==> config.mk <==
export PLATFORM = sky130hd
export DESIGN_NAME = regfile_wb_arbiter
export DESIGN_NICKNAME = d
export VERILOG_FILES = /design/src/rtl/kgp_pkg.sv /design/src/rtl/regfile_scoreboard.sv /design/src/rtl/regfile_wb_arbiter.sv
export SDC_FILE = /design/constraint.sdc
export NUM_CORES = 1
export LEC_CHECK = 0
export CAP_MARGIN = 20
export CORE_UTILIZATION = 40
export CTS_BUF_LIST = sky130_fd_sc_hd__clkbuf_16
export CTS_CLUSTER_DIAMETER = 60
export DETAILED_ROUTE_END_ITERATION = 12
export PLACE_DENSITY = 0.78
export SYNTH_ARGS = -nofsm -noshare
export SYNTH_HDL_FRONTEND = slang
export SYNTH_SLANG_ARGS = --single-unit
==> constraint.sdc <==
create_clock -name clock -period 3 [get_ports clock]
set_clock_uncertainty 0.1 [all_clocks]
set_input_delay 0.3 -clock clock [delete_from_list [all_inputs] [get_ports clock]]
set_output_delay 0.3 -clock clock [all_outputs]
set_load 0.1 [all_outputs]
==> src/rtl/kgp_pkg.sv <==
// Shared definitions for the register-file write-back slice.
// Contents:
//   DATA_W, ADDR_W, LINK_REG : default register width, index width, link register
//   req_t                    : identifies which producer owns the write port
package kgp_pkg;

    localparam int unsigned DATA_W   = 32;
    localparam int unsigned ADDR_W   = 5;
    localparam int unsigned LINK_REG = 31;

    typedef enum logic [1:0] {
        REQ_NONE,
        REQ_LINK,
        REQ_ALU,
        REQ_LD
    } req_t;

endpackage

==> src/rtl/regfile_scoreboard.sv <==
// Busy-bit scoreboard for the register file.
// One bit per register marks a destination with an outstanding write.
// Ports:
//   clock, reset         : clock, synchronous active-high reset
//   set_en, set_addr     : decode claims a destination
//   clr_en, clr_addr     : write-back commits a destination
//   rs_addr, rt_addr     : source lookups
//   rs_pending, rt_pending : lookup results (index 0 always 0)
module regfile_scoreboard
    import kgp_pkg::*;
#(
    parameter int unsigned ADDR_W = kgp_pkg::ADDR_W
) (
    input  logic              clock,
    input  logic              reset,
    input  logic              set_en,
    input  logic [ADDR_W-1:0] set_addr,
    input  logic              clr_en,
    input  logic [ADDR_W-1:0] clr_addr,
    input  logic [ADDR_W-1:0] rs_addr,
    input  logic [ADDR_W-1:0] rt_addr,
    output logic              rs_pending,
    output logic              rt_pending
);

    localparam int unsigned NREG = 1 << ADDR_W;

    logic [NREG-1:0] busy;
    logic [NREG-1:0] set_mask;
    logic [NREG-1:0] clr_mask;

    always_comb begin
        set_mask = '0;
        clr_mask = '0;
        if (set_en && (set_addr != '0)) begin
            set_mask[set_addr] = 1'b1;
        end
        if (clr_en && (clr_addr != '0)) begin
            clr_mask[clr_addr] = 1'b1;
        end
    end

    // Set is OR-ed in after the clear so a fresh claim outlives a
    // same-cycle write of an older producer to the same register.
    always_ff @(posedge clock) begin
        if (reset) begin
            busy <= '0;
        end else begin
            busy <= (busy & ~clr_mask) | set_mask;
        end
    end

    assign rs_pending = (rs_addr != '0) && busy[rs_addr];
    assign rt_pending = (rt_addr != '0) && busy[rt_addr];

endmodule

==> src/rtl/regfile_wb_arbiter.sv <==
// Write-back arbiter for the register file's single write port.
// Link writes win outright; ALU and load alternate when both request.
// The granted request is registered onto wr_en/wr_addr/wr_data for one cycle.
// Optional macro WB_FORWARD_EN adds a bypass from the registered write stage
// (rs_fwd, rt_fwd, fwd_data) and masks the matching busy flag.
// Ports:
//   clock, reset                          : clock, synchronous active-high reset
//   alu_valid/ready/addr/data             : ALU result producer
//   ld_valid/ready/addr/data              : load result producer
//   link_valid/ready/data                 : link write producer (to LINK_REG)
//   wr_en, wr_addr, wr_data               : registered register-file write
//   claim_valid, claim_addr               : decode destination claim
//   rs_addr, rt_addr, rs_busy, rt_busy    : hazard lookup
//   rs_fwd, rt_fwd, fwd_data              : bypass (WB_FORWARD_EN only)
module regfile_wb_arbiter
    import kgp_pkg::*;
#(
    parameter int unsigned DATA_W   = kgp_pkg::DATA_W,
    parameter int unsigned ADDR_W   = kgp_pkg::ADDR_W,
    parameter int unsigned LINK_REG = kgp_pkg::LINK_REG
) (
    input  logic              clock,
    input  logic              reset,
    input  logic              alu_valid,
    output logic              alu_ready,
    input  logic [ADDR_W-1:0] alu_addr,
    input  logic [DATA_W-1:0] alu_data,
    input  logic              ld_valid,
    output logic              ld_ready,
    input  logic [ADDR_W-1:0] ld_addr,
    input  logic [DATA_W-1:0] ld_data,
    input  logic              link_valid,
    output logic              link_ready,
    input  logic [DATA_W-1:0] link_data,
    output logic              wr_en,
    output logic [ADDR_W-1:0] wr_addr,
    output logic [DATA_W-1:0] wr_data,
    input  logic              claim_valid,
    input  logic [ADDR_W-1:0] claim_addr,
    input  logic [ADDR_W-1:0] rs_addr,
    input  logic [ADDR_W-1:0] rt_addr,
`ifdef WB_FORWARD_EN
    output logic              rs_fwd,
    output logic              rt_fwd,
    output logic [DATA_W-1:0] fwd_data,
`endif
    output logic              rs_busy,
    output logic              rt_busy
);

    req_t              grant;
    logic              rr_ld;      // 1: load wins the next contended cycle
    logic              contended;
    logic [ADDR_W-1:0] sel_addr;
    logic [DATA_W-1:0] sel_data;
    logic              commit;
    logic              rs_pending;
    logic              rt_pending;

    assign contended = alu_valid && ld_valid && !link_valid;

    always_comb begin
        grant = REQ_NONE;
        if (!reset) begin
            if (link_valid) begin
                grant = REQ_LINK;
            end else if (contended) begin
                grant = rr_ld ? REQ_LD : REQ_ALU;
            end else if (alu_valid) begin
                grant = REQ_ALU;
            end else if (ld_valid) begin
                grant = REQ_LD;
            end
        end
    end

    assign link_ready = (grant == REQ_LINK);
    assign alu_ready  = (grant == REQ_ALU);
    assign ld_ready   = (grant == REQ_LD);

    always_comb begin
        sel_addr = '0;
        sel_data = '0;
        case (grant)
            REQ_LINK: begin
                sel_addr = ADDR_W'(LINK_REG);
                sel_data = link_data;
            end
            REQ_ALU: begin
                sel_addr = alu_addr;
                sel_data = alu_data;
            end
            REQ_LD: begin
                sel_addr = ld_addr;
                sel_data = ld_data;
            end
            default: begin
                sel_addr = '0;
                sel_data = '0;
            end
        endcase
    end

    // Writes to the zero register are accepted but never reach the file.
    assign commit = (grant != REQ_NONE) && (sel_addr != '0);

    always_ff @(posedge clock) begin
        if (reset) begin
            rr_ld <= 1'b0;
        end else if (contended) begin
            rr_ld <= ~rr_ld;
        end
    end

    always_ff @(posedge clock) begin
        if (reset) begin
            wr_en   <= 1'b0;
            wr_addr <= '0;
            wr_data <= '0;
        end else begin
            wr_en <= commit;
            if (commit) begin
                wr_addr <= sel_addr;
                wr_data <= sel_data;
            end
        end
    end

    regfile_scoreboard #(
        .ADDR_W(ADDR_W)
    ) u_scoreboard (
        .clock     (clock),
        .reset     (reset),
        .set_en    (claim_valid),
        .set_addr  (claim_addr),
        .clr_en    (commit),
        .clr_addr  (sel_addr),
        .rs_addr   (rs_addr),
        .rt_addr   (rt_addr),
        .rs_pending(rs_pending),
        .rt_pending(rt_pending)
    );

`ifdef WB_FORWARD_EN
    // wr_en is never set for address 0, so no explicit zero check is needed.
    assign rs_fwd   = wr_en && (wr_addr == rs_addr);
    assign rt_fwd   = wr_en && (wr_addr == rt_addr);
    assign fwd_data = wr_data;
    assign rs_busy  = rs_pending && !rs_fwd;
    assign rt_busy  = rt_pending && !rt_fwd;
`else
    assign rs_busy  = rs_pending;
    assign rt_busy  = rt_pending;
`endif

endmodule

==> flow_metrics.tcl, run 1 <==
set metrics [dict create \
    drive_gt1_share_pct 22.7 \
    ys_types 51 \
    wl_per_cell_um 19.1 \
    fmaxAchievable_ghz 0.352 \
    setup_tns_ns 0 \
    gp_congestion 0.904 \
    layout_commonest_cell "clkdlybuf4s50_1" \
    grt_pass1_vias 3991 \
    crit_family "multiplexers" \
    start_kind "primary input" \
    syn-cell-area_um2 3680 \
    antenna_left 0 \
    hold_viol 0 \
    cts.sink_count 70 \
    slew_violations 0 \
    yosysSeqAreaShare_pct 38.1 \
    syn_avg_cell_area_um2 9.61 \
    htree_levels 3 \
    hold_path_class "flop to flop" \
    die_y_um 97.9 \
    setup_viol 0 \
    cts_made_buffers 9 \
    outcome "complete, but fails checks" \
    core_um2 8810 \
    synthToLayoutAreaGrowth_pct 54.3 \
    drt_iter0_drc 277 \
    fill_cells 725 \
    yosys.area.top_type "dfxtp_1" \
    p_leak_nw 2.14 \
    crit_slowest_cell "clkdlybuf4s50_1" \
    worstSetupEndpointType "primary output" \
    tightest_slew_ns 0.774 \
    grt_use_total_pct 26.3 \
    cts_setup_buffers 0 \
    numPortBuffers 169 \
    final_cell_mix "clkdlybuf4s50_1 (126), dfxtp_1 (70), buf_4 (47)" \
    wirelength_mm 12.5 \
    synth_edf_count 0 \
    finalNonFillerCells 651 \
    crit_path_cell_trace "clkdlybuf4s50_1 -> buf_12 -> mux4_2 -> mux4_2 -> mux2_2 -> buf_12" \
    pre_cts_ws_ns 0.155 \
    dpl_cell_area_um2 5440 \
    rsz0062_at_grt "false" \
    drc_errors 6 \
    num_rows 34 \
    worstPathRequired_ns 2.60 \
    first_pass_iters 11 \
    relSlewSlack_pct 47.9 \
    die_w_um 97.9 \
    cts_hold_buf 0 \
    clock_path_buffers 2 \
    syn_inst 383 \
    place_hpwl_mm 9.57 \
    slowest_delay_ns 0.52 \
    cts_root_buffer "clkbuf_16" \
    powerDensity_nw_per_um2 499 \
    ir_drop_uv 359 \
    worstSkewPairLatency_ns 0.32 \
    io_pins 170 \
    antenna_found_initial 0 \
    synth_nets 510 \
    fin_crit_sh_pct 94.8 \
    worstSetupPathType "primary input to primary output" \
    fin_crit_ns 2.84 \
    dieArea_um2 9590 \
    cts_resized 0 \
    worst_slack_ns 0.155 \
    final_area_um2 5680 \
    synth-seq-cells 70 \
    synth_area_leaders "dfxtp_1 (38%), mux4_2 (11%), a222oi_1 (8.7%), a31o_2 (7.4%), nor2_1 (4.4%)" \
    vias_per_cell 6.16 \
    grt_max_degree 70 \
    yosys_warnings 0 \
    path_max_fanout 9 \
    vias 4007 \
    floorplan.initialDensity_pct 41.8 \
    n_antenna_cell 0 \
    synth_top_area_share_pct 38.1 \
    max_cap_viol_count 0 \
    cts_tree "done" \
    grt.overflow.total 0 \
    fin_nets 668 \
    synthFlopType "dfxtp_1" \
    utilization_pct 64.5 \
    cp_num_buf_inv 3 \
    synthArstFlopShare_pct 0 \
    path_clk_slew_ns 0.05 \
    placed_cells 638 \
    cp.arrival_ns 2.44 \
    failed_checks "design-rule violations" \
    grt_first_pass_wirelength_mm 19.7 \
]
==> synth_stat cells (3+ instances only) <==
library cell and n:
a211oi_1 4, a21oi_1 23, a222oi_1 32, a31o_2 31
a31oi_1 4, a32o_1 3, buf_2 7, clkbuf_1 23
dfxtp_1 70, inv_1 4, mux4_2 18, nand2_1 17
nand2b_1 5, nand3_1 7, nand3b_1 4, nor2_1 43
nor2b_1 5, o211ai_1 16, o21ai_0 24, or3_1 3
==> per-layer routing <==
metal	track usage [%]	share of wire, %
met4	14.0	3.8
met1	28.6	36
met5	0	0
met2	46.2	50
met3	7.52	9.5
==> final cells by class <==
cell class	instances	area, um2	share of cell area, %
Multi-Input combinational cell	275	2110	37.2
Timing Repair Buffer	181	1770	31.2
Sequential cell	70	1400	24.7
Clock buffer	9	225	3.96
Tap cell	108	135	2.38
Clock inverter	4	17.5	0.308
Inverter	4	15.0	0.264
==> sequential cells by signal (all words and copies together), names as in the netlist <==
register           count
wr_data               32
u_scoreboard.busy     31
rr_ld                  1
wr_addr                5
wr_en                  1
==> power by group <==
group / leakage, nW / internal (mW) / switching (mW) / total [mW]
Combinational: 1.44 / 0.335 / 0.593 / 0.928
Clock: 0.122 / 0.535 / 0.352 / 0.887
Sequential: 0.573 / 0.986 / 0.0332 / 1.02
==> path summary, 6_finish.rpt <==
path / from / end / slack [ns] / cells past startpoint
setup reg to reg: rr_ld / u_scoreboard.busy[21] / 0.71 / 6
hold reg to reg: wr_addr[4] / wr_addr[4] / 0.36 / 2
hold / removal: wr_addr[4] / wr_addr[4] / 0.36 / 2
setup / recovery: rs_addr[0] / rs_busy / 0.16 / 6
==> worst reg2reg max path, cell delays in order, from the launching register on <==
cell	delay, ns
dfxtp_1	0.43
nand2b_1	0.18
nand3_1	0.13
a21oi_1	0.42
nor3b_1	0.49
nand2b_1	0.16
a32o_1	0.28
==> stage by stage <==
step	power [mW]	hold slack, ns
floorplan	1.63	0.360
global placement	1.95	0.349
detailed placement	1.96	0.363
CTS	2.85	0.370
global route	2.94	0.406
finish	2.83	0.362
==> logic make-up after synthesis <==
family | share of synthesized area (%)
simple gates | 14.0
compound gates | 31.0
flops | 38.1
mux | 12.2
buf+inv | 4.62
xor+xnor | 0.238
Power figures use the tool's default switching activity.
==> run 2: changes to the inputs <==
--- a/config.mk
+++ b/config.mk
@@ -10,6 +10,7 @@
 export CTS_BUF_LIST = sky130_fd_sc_hd__clkbuf_16
 export CTS_CLUSTER_DIAMETER = 60
 export DETAILED_ROUTE_END_ITERATION = 12
+export HOLD_SLACK_MARGIN = 0.02
 export PLACE_DENSITY = 0.78
 export SYNTH_ARGS = -nofsm -noshare
 export SYNTH_HDL_FRONTEND = slang
==> results of run 2 <==
Final layout, timing and power as in run 1 (identical DEF).
==> run 3: changes to the inputs <==
--- a/config.mk
+++ b/config.mk
@@ -6,12 +6,14 @@
 export NUM_CORES = 1
 export LEC_CHECK = 0
 export CAP_MARGIN = 20
-export CORE_UTILIZATION = 40
+export CORE_ASPECT_RATIO = 1.4
+export CORE_UTILIZATION = 42
 export CTS_BUF_LIST = sky130_fd_sc_hd__clkbuf_16
 export CTS_CLUSTER_DIAMETER = 60
 export DETAILED_ROUTE_END_ITERATION = 12
 export HOLD_SLACK_MARGIN = 0.02
-export PLACE_DENSITY = 0.78
+export PLACE_DENSITY = 0.81
+export SKIP_LAST_GASP = 1
 export SYNTH_ARGS = -nofsm -noshare
 export SYNTH_HDL_FRONTEND = slang
 export SYNTH_SLANG_ARGS = --single-unit
==> run 3 against run 2 <==
- the flow now finishes without violations
- die area shrank 4.6%
- cell count grew 0.61%
- sequential power is essentially flat
- cell area grew 0.88%
- non-clock buffer count grew 4
- clock power grew 16%
- critical endpoint unchanged
- largest cell class unchanged
==> flow_metrics.tcl, run 3 (synthesis gave the netlist of run 1 again) <==
set metrics [dict create \
    outcome "complete, no violations" \
    fmaxAchievable_ghz 0.352 \
    setup_tns_ns 0 \
    antenna_left 0 \
    fin_total_pwr_mw 2.99 \
    regMostFlops "wr_data" \
    p_seq_share_pct 34.1 \
    cts_made_buffers 9 \
    dieArea_um2 9150 \
    reg_top3 "wr_data (32), u_scoreboard.busy (31), wr_addr (5)" \
    layout_commonest_cell "clkdlybuf4s50_1" \
    fin_nets 672 \
    tightest_slew_ns 0.723 \
    grt_max_degree 50 \
    ir_drop_uv 363 \
    drive_gt1_share_pct 23.6 \
    drt_iter0_drc 414 \
    synthToLayoutAreaGrowth_pct 55.7 \
    fin_crit_sh_pct 94.6 \
    antenna_found_initial 0 \
    hold_viol 0 \
    final_area_um2 5730 \
    htree_levels 3 \
    cts_resized 0 \
    cp.arrival_ns 2.44 \
    wirelength_mm 12.9 \
    place_hpwl_mm 9.91 \
    die_w_um 81.1 \
    start_kind "primary input" \
    gp_congestion 0.909 \
    combPwrFrac_pct 31.4 \
    pre_cts_ws_ns 0.155 \
    rsz0062_at_grt "false" \
    largest_reg_flops 32 \
    vias_per_cell 6.28 \
    slew_violations 0 \
    num_rows 40 \
    wl_per_cell_um 19.8 \
    drc_errors 0 \
    grt_pass1_vias 4168 \
    setup_viol 0 \
    worstSetupEndpointType "primary output" \
    path_clk_slew_ns 0.05 \
    max_cap_viol_count 0 \
    grt.overflow.total 0 \
    path_max_fanout 8 \
    hold_path_class "flop to flop" \
    p_leak_nw 2.17 \
    worstSetupPathType "primary input to primary output" \
    switching_power_mw 1.03 \
    cts_setup_buffers 0 \
    dpl_cell_area_um2 5440 \
    vias 4113 \
    cts.sink_count 70 \
    n_antenna_cell 0 \
    utilization_pct 67.0 \
    die_y_um 113 \
    pwr-share-clk_pct 34.5 \
    cts_root_buffer "clkbuf_16" \
    floorplan.initialDensity_pct 43.0 \
    switching_share_pct 34.5 \
    first_pass_iters 6 \
    relSlewSlack_pct 51.3 \
    intPower_mw 1.96 \
    grt_first_pass_wirelength_mm 20.3 \
    core_um2 8560 \
    final_cell_mix "clkdlybuf4s50_1 (126), dfxtp_1 (70), buf_4 (53)" \
    cts_tree "done" \
    powerDensity_nw_per_um2 522 \
    worstPathRequired_ns 2.60 \
    numPortBuffers 169 \
    clock_path_buffers 2 \
    fin_crit_ns 2.84 \
    worstSkewPairLatency_ns 0.33 \
    cts_hold_buf 0 \
    io_pins 170 \
    grt_use_total_pct 29.2 \
    worst_slack_ns 0.162 \
]
-- run 3: cell types whose count changed in the layout (fill, tap and decap cells not counted), sizes merged --
cell and delta:
buf +4, clkinvlp +2, bufinv +1, clkinv -1, inv +1
-- run 3: layer usage --
metal | GRT usage [%] | vias up | wire, um
met2 | 50.8 | 260 | 6610
met1 | 30.2 | 1939 | 4370
li1 | - | 1863 | -
met4 | 19.5 | 0 | 720
met5 | 0 | - | 0
met3 | 7.02 | 51 | 1240
-- run 3: final timing paths --
check                                start                     to  depth (start not counted)  slack [ns]
worst min-delay path            wr_addr[4]             wr_addr[4]                          2        0.36
worst min register to register  wr_addr[4]             wr_addr[4]                          2        0.36
worst max-delay path            rs_addr[0]                rs_busy                          6        0.16
worst max register to register       rr_ld  u_scoreboard.busy[22]                          6        0.66
-- run 3: power groups by stage --
stage          Clock (mW)  Combinational, mW  Sequential [mW]
6_report             1.03              0.939             1.02
5_1_grt              1.08              0.979             1.03
4_1_cts              1.04              0.938             1.02
3_5_place_dp            0              0.933             1.04
3_3_place_gp            0              0.923             1.04
2_1_floorplan           0              0.248             1.38
-- run 3: final cells by class --
| type | count | area, um2 |
|---|---|---|
| tap | 105 | 131 |
| clock buffer | 9 | 225 |
| clock inverter | 7 | 66.3 |
| multi-input combinational | 275 | 2110 |
| sequential | 70 | 1400 |
| timing repair buffer | 185 | 1780 |
| inverter | 4 | 15.0 |
| fill | 681 | 2830 |
-- run 3: worst max-delay path: stages --
cell and delay, ns:
clkdlybuf4s50_1 0.46, buf_4 0.19, mux4_2 0.51, mux4_2 0.49, mux2_2 0.30, buf_12 0.17
-- run 3: per-stage QoR --
step | hold WS (ns) | instances
after floorplan | 0.360 | 383
after detailed placement | 0.355 | 639
final | 0.357 | 655
after global routing | 0.376 | 655
after global placement | 0.356 | 639
after CTS | 0.363 | 655
